[config.mk]
export PLATFORM = sky130hd
export DESIGN_NAME = axi4_lite_master_flat
export DESIGN_NICKNAME = d
export VERILOG_FILES = /design/src/rtl/axi4_lite_if.sv /design/src/rtl/axi4_lite_master.sv /design/src/flat_wrapper.sv
export SDC_FILE = /design/constraint.sdc
export NUM_CORES = 1
export LEC_CHECK = 0
export ABC_AREA = 1
export BUFFER_PORTS_ARGS = -buffer_cell sky130_fd_sc_hd__buf_2
export CAP_MARGIN = 20
export CORE_MARGIN = 5
export CORE_UTILIZATION = 45
export CTS_CLUSTER_SIZE = 8
export DETAILED_ROUTE_END_ITERATION = 6
export PLACE_DENSITY = 0.8
export SETUP_SLACK_MARGIN = 0.1
export SYNTH_ARGS = -nofsm -noshare
export SYNTH_HDL_FRONTEND = slang
export SYNTH_SLANG_ARGS = --single-unit
[constraint.sdc]
create_clock -name ACLK -period 1.7 [get_ports ACLK]
set_clock_uncertainty 0.2 [all_clocks]
set_input_delay 0.17 -clock ACLK [delete_from_list [all_inputs] [get_ports ACLK]]
set_output_delay 0.17 -clock ACLK [all_outputs]
set_load 0.01 [all_outputs]
[src/rtl/axi4_lite_if.sv]
// axi4_lite_if: AXI4-Lite bus bundle (32-bit data, 4-bit strobe) between one master and one slave
// Ports: ADDRESS sets the AW/AR address width.
//        The master modport drives AW/W/AR valids, addresses, data and strobes, and drives BREADY and RREADY.
//        The slave modport drives the readys, BRESP/BVALID and RDATA/RRESP/RVALID.
interface axi4_lite_if #(parameter int ADDRESS = 32);
    logic [ADDRESS-1:0] M_AWADDR;
    logic               M_AWVALID;
    logic               M_AWREADY;
    logic [31:0]        M_WDATA;
    logic [3:0]         M_WSTRB;
    logic               M_WVALID;
    logic               M_WREADY;
    logic [1:0]         M_BRESP;
    logic               M_BVALID;
    logic               M_BREADY;
    logic [ADDRESS-1:0] M_ARADDR;
    logic               M_ARVALID;
    logic               M_ARREADY;
    logic [31:0]        M_RDATA;
    logic [1:0]         M_RRESP;
    logic               M_RVALID;
    logic               M_RREADY;

    modport master (
        output M_AWADDR, M_AWVALID, M_WDATA, M_WSTRB, M_WVALID, M_BREADY,
               M_ARADDR, M_ARVALID, M_RREADY,
        input  M_AWREADY, M_WREADY, M_BRESP, M_BVALID, M_ARREADY, M_RDATA, M_RRESP, M_RVALID
    );

    modport slave (
        input  M_AWADDR, M_AWVALID, M_WDATA, M_WSTRB, M_WVALID, M_BREADY,
               M_ARADDR, M_ARVALID, M_RREADY,
        output M_AWREADY, M_WREADY, M_BRESP, M_BVALID, M_ARREADY, M_RDATA, M_RRESP, M_RVALID
    );
endinterface

[src/rtl/axi4_lite_master.sv]
// axi4_lite_master: converts single user commands into AXI4-Lite transactions, one outstanding at a time
// Ports: ACLK (rising edge) and ARESETN (asynchronous, active-low) are the clock and reset.
//        cmd_*: command handshake, write/read select, address, write data and strobes.
//        rsp_*: one-cycle completion pulse with read data (0 for writes) and captured BRESP/RRESP.
//        m: AXI4-Lite master side of the bus; every output on it is registered.
module axi4_lite_master #(
    parameter int ADDRESS = 32
) (
    input  logic               ACLK,
    input  logic               ARESETN,
    input  logic               cmd_valid,
    output logic               cmd_ready,
    input  logic               cmd_write,
    input  logic [ADDRESS-1:0] cmd_addr,
    input  logic [31:0]        cmd_wdata,
    input  logic [3:0]         cmd_wstrb,
    output logic               rsp_valid,
    output logic [31:0]        rsp_rdata,
    output logic [1:0]         rsp_resp,
    axi4_lite_if.master        m
);
    typedef enum logic [2:0] {IDLE, WRITE, WRESP, RADDR, RDATA} state_t;

    state_t             state, state_n;
    logic [ADDRESS-1:0] addr_q, addr_n;
    logic [31:0]        wdata_q, wdata_n;
    logic [3:0]         wstrb_q, wstrb_n;
    logic               awvalid_q, awvalid_n;
    logic               wvalid_q, wvalid_n;
    logic               bready_q, bready_n;
    logic               arvalid_q, arvalid_n;
    logic               rready_q, rready_n;
    logic               rsp_valid_n;
    logic [31:0]        rsp_rdata_n;
    logic [1:0]         rsp_resp_n;

    assign cmd_ready   = state == IDLE;
    assign m.M_AWADDR  = addr_q;
    assign m.M_ARADDR  = addr_q;
    assign m.M_WDATA   = wdata_q;
    assign m.M_WSTRB   = wstrb_q;
    assign m.M_AWVALID = awvalid_q;
    assign m.M_WVALID  = wvalid_q;
    assign m.M_BREADY  = bready_q;
    assign m.M_ARVALID = arvalid_q;
    assign m.M_RREADY  = rready_q;

    always_ff @(posedge ACLK or negedge ARESETN) begin
        if (!ARESETN) begin
            state     <= IDLE;
            addr_q    <= '0;
            wdata_q   <= '0;
            wstrb_q   <= '0;
            awvalid_q <= 1'b0;
            wvalid_q  <= 1'b0;
            bready_q  <= 1'b0;
            arvalid_q <= 1'b0;
            rready_q  <= 1'b0;
            rsp_valid <= 1'b0;
            rsp_rdata <= '0;
            rsp_resp  <= '0;
        end else begin
            state     <= state_n;
            addr_q    <= addr_n;
            wdata_q   <= wdata_n;
            wstrb_q   <= wstrb_n;
            awvalid_q <= awvalid_n;
            wvalid_q  <= wvalid_n;
            bready_q  <= bready_n;
            arvalid_q <= arvalid_n;
            rready_q  <= rready_n;
            rsp_valid <= rsp_valid_n;
            rsp_rdata <= rsp_rdata_n;
            rsp_resp  <= rsp_resp_n;
        end
    end

    always_comb begin
        state_n     = state;
        addr_n      = addr_q;
        wdata_n     = wdata_q;
        wstrb_n     = wstrb_q;
        awvalid_n   = awvalid_q;
        wvalid_n    = wvalid_q;
        bready_n    = bready_q;
        arvalid_n   = arvalid_q;
        rready_n    = rready_q;
        rsp_valid_n = 1'b0;
        rsp_rdata_n = rsp_rdata;
        rsp_resp_n  = rsp_resp;
        case (state)
            IDLE: if (cmd_valid) begin
                addr_n    = cmd_addr;
                wdata_n   = cmd_wdata;
                wstrb_n   = cmd_wstrb;
                awvalid_n = cmd_write;
                wvalid_n  = cmd_write;
                arvalid_n = !cmd_write;
                state_n   = cmd_write ? WRITE : RADDR;
            end
            WRITE: begin
                // Each channel drops after its own handshake; once both are low the
                // address and data phases are complete, in whichever order they came.
                awvalid_n = awvalid_q && !m.M_AWREADY;
                wvalid_n  = wvalid_q && !m.M_WREADY;
                if (!awvalid_n && !wvalid_n) begin
                    state_n  = WRESP;
                    bready_n = 1'b1;
                end
            end
            WRESP: if (m.M_BVALID) begin
                state_n     = IDLE;
                bready_n    = 1'b0;
                rsp_valid_n = 1'b1;
                rsp_rdata_n = '0;
                rsp_resp_n  = m.M_BRESP;
            end
            RADDR: if (m.M_ARREADY) begin
                state_n   = RDATA;
                arvalid_n = 1'b0;
                rready_n  = 1'b1;
            end
            RDATA: if (m.M_RVALID) begin
                state_n     = IDLE;
                rready_n    = 1'b0;
                rsp_valid_n = 1'b1;
                rsp_rdata_n = m.M_RDATA;
                rsp_resp_n  = m.M_RRESP;
            end
            default: state_n = IDLE;
        endcase
    end
endmodule

[src/flat_wrapper.sv]
// flat-port wrapper written by rule: the top's interface ports become plain ports
module axi4_lite_master_flat 
#(
    parameter int ADDRESS = 32
)
  (ACLK, ARESETN, cmd_valid, cmd_ready, cmd_write, cmd_addr, cmd_wdata, cmd_wstrb, rsp_valid, rsp_rdata, rsp_resp, m_M_AWADDR, m_M_AWVALID, m_M_WDATA, m_M_WSTRB, m_M_WVALID, m_M_BREADY, m_M_ARADDR, m_M_ARVALID, m_M_RREADY, m_M_AWREADY, m_M_WREADY, m_M_BRESP, m_M_BVALID, m_M_ARREADY, m_M_RDATA, m_M_RRESP, m_M_RVALID);
  axi4_lite_if #(.ADDRESS(ADDRESS)) m_i ();
  input  logic ACLK;
  input  logic ARESETN;
  input  logic cmd_valid;
  output logic cmd_ready;
  input  logic cmd_write;
  input  logic [ADDRESS-1:0] cmd_addr;
  input  logic [31:0] cmd_wdata;
  input  logic [3:0] cmd_wstrb;
  output logic rsp_valid;
  output logic [31:0] rsp_rdata;
  output logic [1:0] rsp_resp;
  output wire logic [$bits(m_i.M_AWADDR)-1:0] m_M_AWADDR;
  output wire logic [$bits(m_i.M_AWVALID)-1:0] m_M_AWVALID;
  output wire logic [$bits(m_i.M_WDATA)-1:0] m_M_WDATA;
  output wire logic [$bits(m_i.M_WSTRB)-1:0] m_M_WSTRB;
  output wire logic [$bits(m_i.M_WVALID)-1:0] m_M_WVALID;
  output wire logic [$bits(m_i.M_BREADY)-1:0] m_M_BREADY;
  output wire logic [$bits(m_i.M_ARADDR)-1:0] m_M_ARADDR;
  output wire logic [$bits(m_i.M_ARVALID)-1:0] m_M_ARVALID;
  output wire logic [$bits(m_i.M_RREADY)-1:0] m_M_RREADY;
  input wire logic [$bits(m_i.M_AWREADY)-1:0] m_M_AWREADY;
  input wire logic [$bits(m_i.M_WREADY)-1:0] m_M_WREADY;
  input wire logic [$bits(m_i.M_BRESP)-1:0] m_M_BRESP;
  input wire logic [$bits(m_i.M_BVALID)-1:0] m_M_BVALID;
  input wire logic [$bits(m_i.M_ARREADY)-1:0] m_M_ARREADY;
  input wire logic [$bits(m_i.M_RDATA)-1:0] m_M_RDATA;
  input wire logic [$bits(m_i.M_RRESP)-1:0] m_M_RRESP;
  input wire logic [$bits(m_i.M_RVALID)-1:0] m_M_RVALID;
  assign m_M_AWADDR = m_i.M_AWADDR;
  assign m_M_AWVALID = m_i.M_AWVALID;
  assign m_M_WDATA = m_i.M_WDATA;
  assign m_M_WSTRB = m_i.M_WSTRB;
  assign m_M_WVALID = m_i.M_WVALID;
  assign m_M_BREADY = m_i.M_BREADY;
  assign m_M_ARADDR = m_i.M_ARADDR;
  assign m_M_ARVALID = m_i.M_ARVALID;
  assign m_M_RREADY = m_i.M_RREADY;
  assign m_i.M_AWREADY = m_M_AWREADY;
  assign m_i.M_WREADY = m_M_WREADY;
  assign m_i.M_BRESP = m_M_BRESP;
  assign m_i.M_BVALID = m_M_BVALID;
  assign m_i.M_ARREADY = m_M_ARREADY;
  assign m_i.M_RDATA = m_M_RDATA;
  assign m_i.M_RRESP = m_M_RRESP;
  assign m_i.M_RVALID = m_M_RVALID;
  axi4_lite_master #(.ADDRESS(ADDRESS)) u_core (.ACLK(ACLK), .ARESETN(ARESETN), .cmd_valid(cmd_valid), .cmd_ready(cmd_ready), .cmd_write(cmd_write), .cmd_addr(cmd_addr), .cmd_wdata(cmd_wdata), .cmd_wstrb(cmd_wstrb), .rsp_valid(rsp_valid), .rsp_rdata(rsp_rdata), .rsp_resp(rsp_resp), .m(m_i));
endmodule
Word-level counts from Yosys, hierarchy flattened
Index checks and enable logic that the tools add are counted.
{ "word_totals": {"ff_bits": 111, "wordCells": 70} }
{ "op_classes": {"n_eq_ne": 9, "mux": 28, "n_reduce_logical": 21} }
{ "op_table": {"columns": ["cell", "count"], "rows": [
  ["$mux 32", 2],
  ["$pmux 32 s2", 1],
  ["$mux 3", 5],
  ["$pmux 3 s5", 1],
  ["$pmux 1 s2", 6],
  ["$reduce_and 3->1", 4],
  ["$reduce_bool 2->1", 5],
  ["$mux 1", 9],
  ["$ne 2x2->1 const B", 4],
  ["$eq 3x2->1 const B", 2],
  ["$mux 2", 3],
  ["$logic_not 1->1", 5],
  ["$reduce_and 5->1", 1],
  ["$pmux 2 s2", 1],
  ["$reduce_and 2->1", 2],
  ["$eq 3x1->1 const B", 1],
  ["$eq 3x3->1 const B", 1],
  ["$logic_and 1x1->1", 3],
  ["$logic_not 3->1", 1],
  ["$ne 2x1->1 const B", 1]
]} }

Logic depth before layout (Yosys ltp)
Gate-level depths: netlist of run 1.
{ "logic_depth": {"word_depth": 6, "mapped_depth": 8, "depth_no_buf": 8} }

Worst setup path before layout of run 1
Ideal clock, no wire load.
{ "synth_timing": {"path_type": "register -> register", "start": "reg u_core.state[2]", "end": "reg u_core.addr_q[0] (netlist: u_core.m.M_ARADDR[0])", "setup_ns": 0.117, "arrival_time_ns": 1.141, "required_ns": 1.383, "slack_ns": 0.242, "path_stages_with_launch": 8, "path_buffers": 1, "period_less_slack_ns": 1.458, "cell_sequence": "dfrtp_1 -> inv_2 -> nand2_2 -> nor2_2 -> nand2_2 -> buf_2 -> nand2_1 -> nand2_1"} }
{ "synth_via": {"elab_chain_len": 2} }
{ "synth_lines": {"columns": ["item", "line", "text"], "rows": [
  ["start, declared", "axi4_lite_master.sv:24", "state_t state, state_n;"],
  ["start signal, assigned", "axi4_lite_master.sv:63", "state <= state_n;"],
  ["$logic_not 3->1", null, null],
  ["net cmd_ready", "flat_wrapper.sv:11", "output logic cmd_ready;"],
  ["$reduce_and 2->1 (no line)", null, null],
  ["end signal, assigned", "axi4_lite_master.sv:64", "addr_q <= addr_n;"],
  ["end, declared", "axi4_lite_master.sv:25", "logic [ADDRESS-1:0] addr_q, addr_n;"]
]} }
The timed path passes the listed nets, and every way through them passes these cells.
A chain may end at the register's enable or synchronous reset.

Final worst setup path of run 1
{ "layout_timing": {"start": "reg u_core.state[1]", "end": "out cmd_ready"} }
{ "layout_via": {"elab_chain_len": 1} }
{ "layout_lines": {"columns": ["item", "line", "text"], "rows": [
  ["$logic_not 3->1", "axi4_lite_master.sv:37", "assign cmd_ready = state == IDLE;"],
  ["end, declared", "flat_wrapper.sv:11", null]
]} }
Every way passes these cells.

==> results of run 1 <==
## power groups by stage
stage	logic [mW]	clock network [mW]	registers (mW)
5_1_grt	5.65	1.75	4.45
3_5_place_dp	4.49	0	4.30
3_3_place_gp	4.36	0	4.26
6_report	5.15	1.63	4.32
4_1_cts	4.80	1.65	4.27
2_1_floorplan	2.52	0	4.72
## cell usage after synthesis (2+ instances only)
library cell,number
buf_4,33
nand3_2,9
o211ai_1,2
o21ai_0,2
buf_8,3
or2_2,2
nand2_8,2
buf_6,2
nand3_1,61
nor2_2,4
buf_2,20
nor2_1,7
nand2_1,252
dfrtp_1,111
nand2_2,3
a21oi_1,4
inv_2,3
inv_1,10
## layout make-up
type                       count  area (um^2)  area share [%]
clock buffer                  11        141.4           1.852
clock inverter                 5        56.30          0.7376
inverter                      14        70.07          0.9179
multi-input combinational    363         1732           22.68
sequential                   111         2781           36.44
tap                          136        170.2           2.229
timing repair buffer         384         2683           35.14
## sequential cells by signal (all words and copies together) (netlist names)
signal and flops:
u_core.m.M_WSTRB 4, u_core.m.M_RREADY 1, u_core.m.M_ARVALID 1, u_core.rsp_resp 2, u_core.m.M_AWVALID 1, u_core.m.M_WDATA 32, u_core.rsp_valid 1, u_core.m.M_WVALID 1
u_core.rsp_rdata 32, u_core.m.M_BREADY 1, u_core.state 3, u_core.m.M_ARADDR 32
## cells by family after synthesis
logic type / after synthesis / share of synthesized area, %
AND/OR/NAND/NOR: 345 / 31.38
flip-flops: 111 / 57.66
buffers and inverters: 72 / 9.766
AO/OA/AOI/OAI: 10 / 1.195
## worst min path at each step
| stage | slack, ps | end | from |
|---|---|---|---|
| final | 30 | u_core.state[1]$_DFFE_PN0P_ | m_M_BVALID |
| after detailed placement | 100 | u_core.m.M_ARADDR[30]$_DFFE_PN0P_ | ARESETN |
| after CTS | 20 | u_core.state[1]$_DFFE_PN0P_ | m_M_BVALID |
| after global placement | 80 | u_core.m.M_ARADDR[29]$_DFFE_PN0P_ | ARESETN |
| after floorplan | -330 | u_core.m.M_ARADDR[0]$_DFFE_PN0P_ | ARESETN |
| after global routing | 80 | u_core.state[1]$_DFFE_PN0P_ | m_M_BVALID |
## per-layer routing
| metal | global-route usage [%] | up-vias | part of all wire [%] | wire length, um |
|---|---|---|---|---|
| met3 | 5.411 | 70 | 8.7 | 1465 |
| met2 | 42.72 | 290 | 52 | 8746 |
| li1 | - | 2357 | - | - |
| met1 | 27.06 | 2423 | 35 | 5940 |
| met5 | 0 | - | 0 | 0 |
| met4 | 11.38 | 0 | 4.6 | 777 |
## metrics by stage
step	util (%)	total power [mW]	std cells	worst slack (ps)
2_1_floorplan	-	7.235	538	241.8
3_3_place_gp	57.58	8.623	878	131.0
3_5_place_dp	57.58	8.785	878	63.65
4_1_cts	70.81	10.71	1009	71.38
5_1_grt	73.61	11.86	1024	18.16
6_report	73.61	11.10	1024	79.33
## worst max-delay path: cells and delay by family, from the launching register on
kind	cells	cell delay [ps]
flops	1	480
buf+inv	2	210
simple gates	2	190
## what timing repair did
item / CTS / global route
setup endpoints to repair: 36 / 108
pin swaps: 1 / 7
resized for setup: 7 / 24
setup buffers: 3 / 6
cloned: 1 / 9
hold buffers: 111 / 0
endpoints found under the hold margin: 219 / 0
==> metrics.md, run 1 <==
| Metric | Value |
|---|---|
| Synthesized area | `4817 um^2` |
| Longest Clk Path Bufs | `2` |
| CP max FO | `4` |
| FILL cells | `about 700` |
| Main flop type after synthesis | `dfrtp_1` |
| Post-synth top area cell | `dfrtp_1` |
| Hold Crit Class | `primary input to flop` |
| Top-area cell type share of the netlist area | `57.66%` |
| Placer Congestion | `0.8328` |
| Slew headroom | `59.46%` |
| Reg2reg end | `u_core.m.M_WDATA[8]$_DFFE_PN0P_` |
| VDD IR max | `0.0007769 V` |
| Clock transition at path regs | `110 ps` |
| Setup CP Type | `flop to output port` |
| Worst setup endpoint | `cmd_ready` |
| Status | `finished clean` |
| Count of input and output buffers | `253` |
| DRT Pass-1 Iters | `5` |
| Fin. Hold Viols | `0` |
| Crit-path max cell delay | `480 ps` |
| Share of cells above drive strength 1 | `37.05%` |
| Die Span Y | `between 100 and 150 um` |
| Crit path cell chain | `inv_4 > nand2_4 > nor2_4 > buf_6` |
| Most common cell after layout, fill and taps aside | `nand2_1` |
| Synth warnings | `0` |
| Reg-to-Reg Start | `u_core.state[1]$_DFFE_PN0P_` |
| Placed Area | `around 6000 um^2` |
| First-pass GRT wire length | `24.89 mm` |
| Syn_area_per_cell | `approximately 9 um^2` |
| Initial antenna violation count | `0` |
| Worst hold path depth | `5` |
| Asr flop ratio synth | `100.0%` |
| Antenna Nets Post-Route | `0` |
| EDFF count, synth | `0` |
| Fmax | `617.0 MHz` |
| Distinct cells, synth | `26` |
| Vias after detailed routing | `roughly 5k` |
| Setup crit end kind | `output port` |
| Sequential Power Share | `38.9%` |
| Most frequent cells in the layout | `nand2_1 (252), buf_2 (250), dlygate4sd3_1 (111)` |
| FF-to-FF path depth | `7` |
| GRT Total Usage | `about a quarter` |
| Period minus WS final | `approximately 1600 ps` |
| Area Growth Syn to Fin | `58.47%` |
| Sink Count | `111` |
| Power per cell area | `roughly 1500 nW/um^2` |
| Cell at the root of the clock tree | `clkbuf_8` |
| Post-Syn Instances | `538` |
| Yosys reg bits | `111` |
| Final Hold Slack | `29.56 ps` |
| Unrepaired setup endpoints after global routing | `yes` |
| Final worst-path cycle share | `95.33%` |
| Power Internal | `6.490 mW` |
| Residual DRC | `0` |
| Total Nets Final | `between 900 and 1k` |
| Post-DP HPWL | `9.471 mm` |
| CORE AREA | `10,370 um^2` |
| CTS tree | `yes` |
| Die W | `113.5 um` |
| Critical path origin | `u_core.state[1]$_DFFE_PN0P_` |
| Clock network fraction of design power | `between 10% and 20%` |
| P_leak | `4.368 nW` |
| Max Cap Viol | `0` |
| Reg2reg setup slack | `120 ps` |
| Synthesized Nets | `651` |
| Final instance area | `7634 um^2` |
| Sw Pwr | `around 4.6 mW` |
| Routed WL | `16.93 mm` |
| CP arrival | `1250 ps` |
| Combinational group share of total power | `46.4%` |
| Largest net degree at the start of global routing | `112` |
| Gr ovfl total | `0` |
| Seq/Total Area, Yosys | `57.66%` |
| Ranking of synthesized cells by area | `dfrtp_1 (58%), nand2_1 (20%), nand3_1 (6.3%)` |
| Worst EP required | `approximately 1300 ps` |
| Switching share of power | `approximately two fifths` |
| DR vias/cell | `5.020` |
| Diodes inserted | `0` |
| Io pins | `254` |
| Worst skew pair latency | `between 300 and 400 ps` |
| H-Tree Depth | `3` |
| Final setup fails | `0` |
| Crit-path slowest cell | `dfrtp_2` |
| CTS buffer count | `9` |
| Setup_tns | `0 ps` |
| Drt wl/cell | `16.53 um` |
| Measured slew at the worst slew-check pin | `~610 ps` |
| Die area | `between 10,000 and 15,000 um^2` |
| Max-slew violation count | `0` |
| Vias in the first global route | `~5.1k` |
| Initial drt markers | `between 400 and 500` |
| Row cnt | `37` |
| CP Launch Type | `flop` |
| Initial core utilization | `a little under half` |
Note: power is estimated with default switching activity, not from simulation.
==> inputs of run 2 (changes only) <==
- clock period: 1.7 -> 1.65 ns (I/O delays scaled with it)
==> metrics.md, run 2 (synthesis gave the netlist of run 1 again) <==
| Metric | Value |
|---|---|
| Crit path cell chain | `buf_6 > nor2_4 > nand2_2 > nor2_4 > buf_6 > buf_6 > nand2_2 > nand2_1` |
| VDD IR max | `0.001073 V (+38%)` |
| Setup CP Type | `flop to flop` |
| Worst EP required | `1760 ps (+430 ps)` |
| Slew headroom | `67.90% (+8.4 points)` |
| Largest net degree at the start of global routing | `50 (-55%)` |
| CP Launch Type | `flop` |
| Setup crit end kind | `flop` |
| CP arrival | `1740 ps (+490 ps)` |
| Gr ovfl total | `0 (unchanged)` |
| Setup_tns | `0 ps (unchanged)` |
| Hold Crit Class | `primary input to flop` |
| DRT Pass-1 Iters | `5 (unchanged)` |
| Cell at the root of the clock tree | `clkbuf_8` |
| Status | `finished clean` |
| Total Nets Final | `1,004 (+0.80%)` |
| Crit-path max cell delay | `450 ps (-30 ps)` |
| Area Growth Syn to Fin | `66.39%` |
| DR vias/cell | `5.116 (+1.9%)` |
| Count of input and output buffers | `253 (unchanged)` |
| Power per cell area | `1545 nW/um^2 (+6.3%)` |
| Fin. Hold Viols | `0 (unchanged)` |
| Die W | `113.5 um (unchanged)` |
| Most frequent cells in the layout | `buf_2 (251), nand2_1 (174), dlygate4sd3_1 (112)` |
| WP buf/inv | `3 (+1)` |
| Family with the most delay on the worst path | `simple AND/OR/NAND/NOR gates` |
| Max Cap Viol | `0 (unchanged)` |
| Initial antenna violation count | `1 (+1)` |
| First-pass GRT wire length | `25.21 mm (+1.3%)` |
| Worst Hold End | `u_core.state[1]$_DFFE_PN0P_` |
| Critical path origin | `u_core.state[1]$_DFFE_PN0P_` |
| GRT Total Usage | `24.46% (+0.50 points)` |
| Most common cell after layout, fill and taps aside | `buf_2` |
| Placer Congestion | `0.8196 (-1.6%)` |
| Final worst-path cycle share | `99.24%` |
| Measured slew at the worst slew-check pin | `481.5 ps (-126.6 ps)` |
| Drt wl/cell | `17.98 um (+8.7%)` |
| Reg2reg setup slack | `10 ps (-110 ps)` |
| Die Span Y | `113.5 um (unchanged)` |
| Period minus WS final | `1637 ps` |
| Io pins | `254 (unchanged)` |
| Max-slew violation count | `0 (unchanged)` |
| Die area | `12,870 um^2 (unchanged)` |
| CTS tree | `yes` |
| Row cnt | `37 (unchanged)` |
| Vias after detailed routing | `5,285 (+2.8%)` |
| Antenna Nets Post-Route | `0 (unchanged)` |
| P_leak | `4.555 nW (+4.3%)` |
| CORE AREA | `10,370 um^2 (unchanged)` |
| Share of cells above drive strength 1 | `46.21% (+9.2 points)` |
| Initial core utilization | `46.45% (unchanged)` |
| Crit path top cell by count | `buf_6` |
| Fmax | `610.7 MHz` |
| Unrepaired setup endpoints after global routing | `yes` |
| Setup WS post-layout | `12.51 ps (-66.82 ps)` |
| Sink Count | `111 (unchanged)` |
| Worst skew pair latency | `370 ps (about the same)` |
| Power Internal | `7.071 mW (+9.0%)` |
| Routed WL | `18.57 mm (+9.7%)` |
| Final setup fails | `0 (unchanged)` |
| Residual DRC | `0 (unchanged)` |
| Crit-path slowest cell | `dfrtp_1` |
| FF-to-FF path depth | `8 (+1)` |
| Reg2reg end | `u_core.m.M_ARADDR[9]$_DFFE_PN0P_` |
| Sw Pwr | `5.312 mW (+15%)` |
| Pwr Total | `12.38 mW (+12%)` |
| CTS buffer count | `9 (unchanged)` |
| Sequential Power Share | `36.6% (-2.3 points)` |
| Longest Clk Path Bufs | `2 (unchanged)` |
| Worst hold start | `m_M_BVALID` |
| Combinational group share of total power | `51.0% (+4.6 points)` |
| Clock transition at path regs | `100 ps (about the same)` |
| H-Tree Depth | `3 (unchanged)` |
| Switching share of power | `42.89% (+1.4 points)` |
| Vias in the first global route | `5,102 (-0.43%)` |
| Clock network fraction of design power | `12.4% (-2.2 points)` |
| Worst hold path depth | `5 (unchanged)` |
| Post-DP HPWL | `9.812 mm (+3.6%)` |
| Pre-CTS setup slack | `75.61 ps (+11.97 ps)` |
| Initial drt markers | `395 (-7.1%)` |
| CP max FO | `5 (+1)` |
| Reg-to-Reg Start | `u_core.state[1]$_DFFE_PN0P_` |
[run 2: worst reg2reg max path, delay by kind of cell, from the launching register on]
kind          cells  cell delay, ps
buf+inv           3             460
flops             1             450
simple gates      5             470
[run 2: area by class of cell]
type	instances	area (um^2)
antenna	1	2.502
multi-input combinational	357	1934
tap	136	170.2
clock inverter	6	46.29
inverter	14	55.05
timing repair buffer	398	2890
clock buffer	10	137.6
fill	638	2355
sequential	111	2779
[run 2: worst max-delay path by stage]
stage / end / slack, ps / cells after the start
3_3_place_gp: u_core.rsp_resp[1]$_DFFE_PN0P_ / 140 / 7
4_1_cts: u_core.m.M_WDATA[12]$_DFFE_PN0P_ / 30 / 7
2_1_floorplan: u_core.m.M_ARADDR[0]$_DFFE_PN0P_ / 190 / 7
6_report: u_core.m.M_ARADDR[9]$_DFFE_PN0P_ / 10 / 8
3_5_place_dp: u_core.rsp_resp[1]$_DFFE_PN0P_ / 80 / 7
5_1_grt: u_core.m.M_WDATA[29]$_DFFE_PN0P_ / -50 / 8
[run 2: stage by stage]
stage                     utilization, %  std cells  hold WS [ps]  cell area, um^2
final                              77.29       1033         27.92             8015
after floorplan                        -        538        -330.6             4817
after global routing               77.29       1033         55.62             8015
after detailed placement           58.06        883        -211.8             6021
after global placement             58.06        883        -214.6             6021
after CTS                          70.79       1012         3.845             7341
[run 2: routing by layer]
layer,vias to the layer above,routed length [um],global-route usage [%]
met5,-,0,0
li1,2358,-,-
met2,345,9677,42.83
met1,2497,6471,28.15
met4,0,799,12.66
met3,85,1622,5.093
[run 2: timing repair]
| item | 4_1_cts | 5_1_grt |
|---|---|---|
| pin swaps | 0 | 48 |
| endpoints found under the setup margin | 15 | 110 |
| endpoints found under the hold margin | 219 | 0 |
| setup buffers | 1 | 6 |
| resized for setup | 2 | 118 |
| hold buffers | 112 | 0 |
| cloned | 0 | 14 |
[run 2: power by group through the flow]
stage	clock (mW)	sequential (mW)	combinational, mW
6_report	1.54	4.53	6.31
5_1_grt	1.68	4.65	6.79
4_1_cts	1.57	4.41	4.93
3_5_place_dp	0	4.44	4.70
3_3_place_gp	0	4.39	4.55
2_1_floorplan	0	4.86	2.59
==> inputs of run 3 (changes only) <==
- CORE_ASPECT_RATIO: not set -> 1.1
- CORE_UTILIZATION: 45 -> 41
- PLACE_DENSITY: 0.8 -> 0.77
- clock period: 1.65 -> 1.44 ns (I/O delays scaled with it)
==> metrics.md, run 3 (synthesis gave the netlist of run 1 again) <==
| Metric | Value |
|---|---|
| Vias after detailed routing | `5,145 (-2.6%)` |
| Post-DP HPWL | `9.682 mm (-1.3%)` |
| Final std cells w/o fill | `1,053 (+1.9%)` |
| Die Span Y | `123.7 um (+9.0%)` |
| Initial drt markers | `336 (-15%)` |
| Drt wl/cell | `17.03 um (-5.3%)` |
| CORE AREA | `11,490 um^2 (+11%)` |
| Antenna Nets Post-Route | `0 (unchanged)` |
| Io pins | `254 (unchanged)` |
| Fmax | `608.5 MHz (-0.36%)` |
| Measured slew at the worst slew-check pin | `341.8 ps (-139.7 ps)` |
| Fin. Hold Viols | `0 (unchanged)` |
| Inst Count DP | `908 (+2.8%)` |
| Total Nets Final | `1,013 (+0.90%)` |
| Power Internal | `9.049 mW (+28%)` |
| CP Launch Type | `flop` |
| Setup crit end kind | `flop` |
| Row cnt | `41 (+11%)` |
| Largest net degree at the start of global routing | `41 (-18%)` |
| Status | `finished with violations` |
| Gr ovfl total | `0 (unchanged)` |
| Worst skew pair latency | `340 ps (-30 ps)` |
| Crit-path max cell delay | `460 ps (about the same)` |
| Cell at the root of the clock tree | `clkbuf_16` |
| Power per cell area | `1814 nW/um^2 (+17%)` |
| DRT Pass-1 Iters | `6 (+1)` |
| GRT Total Usage | `22.27% (-2.2 points)` |
| Sequential Power Share | `34.4% (-2.2 points)` |
| Setup WS post-layout | `-203.4 ps (-215.9 ps)` |
| Count of input and output buffers | `253 (unchanged)` |
| Clock transition at path regs | `70 ps (-30 ps)` |
| Clock network fraction of design power | `17.3% (+4.9 points)` |
| Share of cells above drive strength 1 | `44.08% (-2.1 points)` |
| Sw Pwr | `5.912 mW (+11%)` |
| Diodes inserted | `0 (-1)` |
| Final Hold Slack | `19.91 ps (-8.008 ps)` |
| Pre-CTS setup slack | `-70.78 ps (-146.4 ps)` |
| CP arrival | `1720 ps (-20 ps)` |
| Placer Congestion | `0.7819 (-4.6%)` |
| Crit path top cell by count | `nand2_8` |
| Area Growth Syn to Fin | `71.22%` |
| Crit-path slowest cell | `dfrtp_2` |
| Crit path cell chain | `nor2_4 > nand2_4 > inv_6 > nand2_8 > nand2_8 > clkbuf_16 > nand3_1 > nand2_1` |
| DR vias/cell | `4.886 (-4.5%)` |
| Slew headroom | `77.22% (+9.3 points)` |
| VDD IR max | `0.001016 V (-5.3%)` |
| Setup CP Type | `flop to flop` |
| Max Cap Viol | `0 (unchanged)` |
| Die area | `14,020 um^2 (+8.9%)` |
| Most frequent cells in the layout | `buf_2 (251), nand2_1 (216), dlygate4sd3_1 (109)` |
| Residual DRC | `0 (unchanged)` |
| Max-slew violation count | `0 (unchanged)` |
| WP buf/inv | `2 (-1)` |
| Combinational group share of total power | `48.3% (-2.7 points)` |
| P_leak | `4.610 nW (+1.2%)` |
| FILL cells | `807 (+26%)` |
| Most common cell after layout, fill and taps aside | `buf_2` |
| Unrepaired setup endpoints after global routing | `yes` |
| Switching share of power | `39.52% (-3.4 points)` |
| H-Tree Depth | `3 (unchanged)` |
| Initial core utilization | `41.92% (-4.5 points)` |
| First-pass GRT wire length | `24.87 mm (-1.3%)` |
| Failing checks | `setup timing` |
| Period minus WS final | `1643 ps (+5.936 ps)` |
| Family with the most delay on the worst path | `simple AND/OR/NAND/NOR gates` |
| Final setup fails | `110 (+110)` |
| CTS tree | `yes` |
| Initial antenna violation count | `0 (-1)` |
| Routed WL | `17.93 mm (-3.5%)` |
| Longest Clk Path Bufs | `2 (unchanged)` |
| CP max FO | `8 (+3)` |
| Hold Crit Class | `primary input to flop` |
| Worst EP required | `1510 ps (-250 ps)` |
| Die W | `113.4 um (-0.10%)` |
| Vias in the first global route | `5,116 (+0.27%)` |
| CTS buffer count | `9 (unchanged)` |
| Final worst-path cycle share | `114.1% (+15 points)` |
| Sink Count | `111 (unchanged)` |
## run 3: per-layer routing
| metal | track usage, % | share of wire (%) |
|---|---|---|
| met4 | 11.57 | 3.8 |
| met3 | 4.470 | 6.7 |
| met5 | 0 | 0 |
| met2 | 39.70 | 52 |
| met1 | 25.36 | 38 |
## run 3: final timing paths
kind                                                          end  cells after the start  slack [ps]                             start
worst min-delay path                  u_core.state[2]$_DFFE_PN0P_                      5          20                       m_M_ARREADY
worst max register to register    u_core.rsp_rdata[5]$_DFFE_PN0P_                      8        -200       u_core.state[0]$_DFFE_PN0P_
worst min register to register   u_core.m.M_WDATA[24]$_DFFE_PN0P_                      2         270  u_core.m.M_WDATA[24]$_DFFE_PN0P_
worst max-delay path              u_core.rsp_rdata[5]$_DFFE_PN0P_                      8        -200       u_core.state[0]$_DFFE_PN0P_
min in group asynchronous       u_core.m.M_ARADDR[18]$_DFFE_PN0P_                      2          40                           ARESETN
max in group asynchronous        u_core.m.M_WDATA[22]$_DFFE_PN0P_                      3         470                           ARESETN
## run 3: worst register-to-register path, delay by kind of cell, from the launching register on
kind | cells | cell delay (ps)
buffers and inverters | 2 | 250
flip-flops | 1 | 460
AND/OR/NAND/NOR | 6 | 670
## run 3: power groups by stage
stage	Clock, mW	Combinational (mW)	Sequential, mW
final	2.59	7.23	5.14
after global placement	0	5.46	5.08
after floorplan	0	3.09	5.58
after detailed placement	0	5.61	5.06
after global routing	2.73	7.83	5.28
after CTS	2.62	6.17	5.06
## run 3: final cells by class
cell class / count / area (um^2) / area share (%)
tap: 150 / 187.7 / 2.275
sequential: 111 / 2781 / 33.72
clock inverter: 4 / 72.57 / 0.8799
inverter: 14 / 60.06 / 0.7282
timing repair buffer: 409 / 3063 / 37.14
clock buffer: 10 / 229.0 / 2.776
multi-input combinational: 355 / 1854 / 22.48
## run 3: per-stage QoR
step / area (um^2) / power (mW) / TNS [ps] / utilization, %
after global placement: 6167 / 10.54 / -588.5 / 53.67
after detailed placement: 6167 / 10.67 / -3199 / 53.67
after global routing: 8248 / 15.84 / -18280 / 71.78
final: 8248 / 14.96 / -11760 / 71.78
after floorplan: 4873 / 8.665 / 0 / -
after CTS: 7746 / 13.85 / -8251 / 67.41
## run 3: what timing repair did
action	in CTS	in global routing
hold buffers	109	0
hold endpoints to repair	218	0
buffers inserted	5	3
resized for setup	21	76
endpoints found under the setup margin	110	112
pin swaps	3	42
gates cloned	3	11
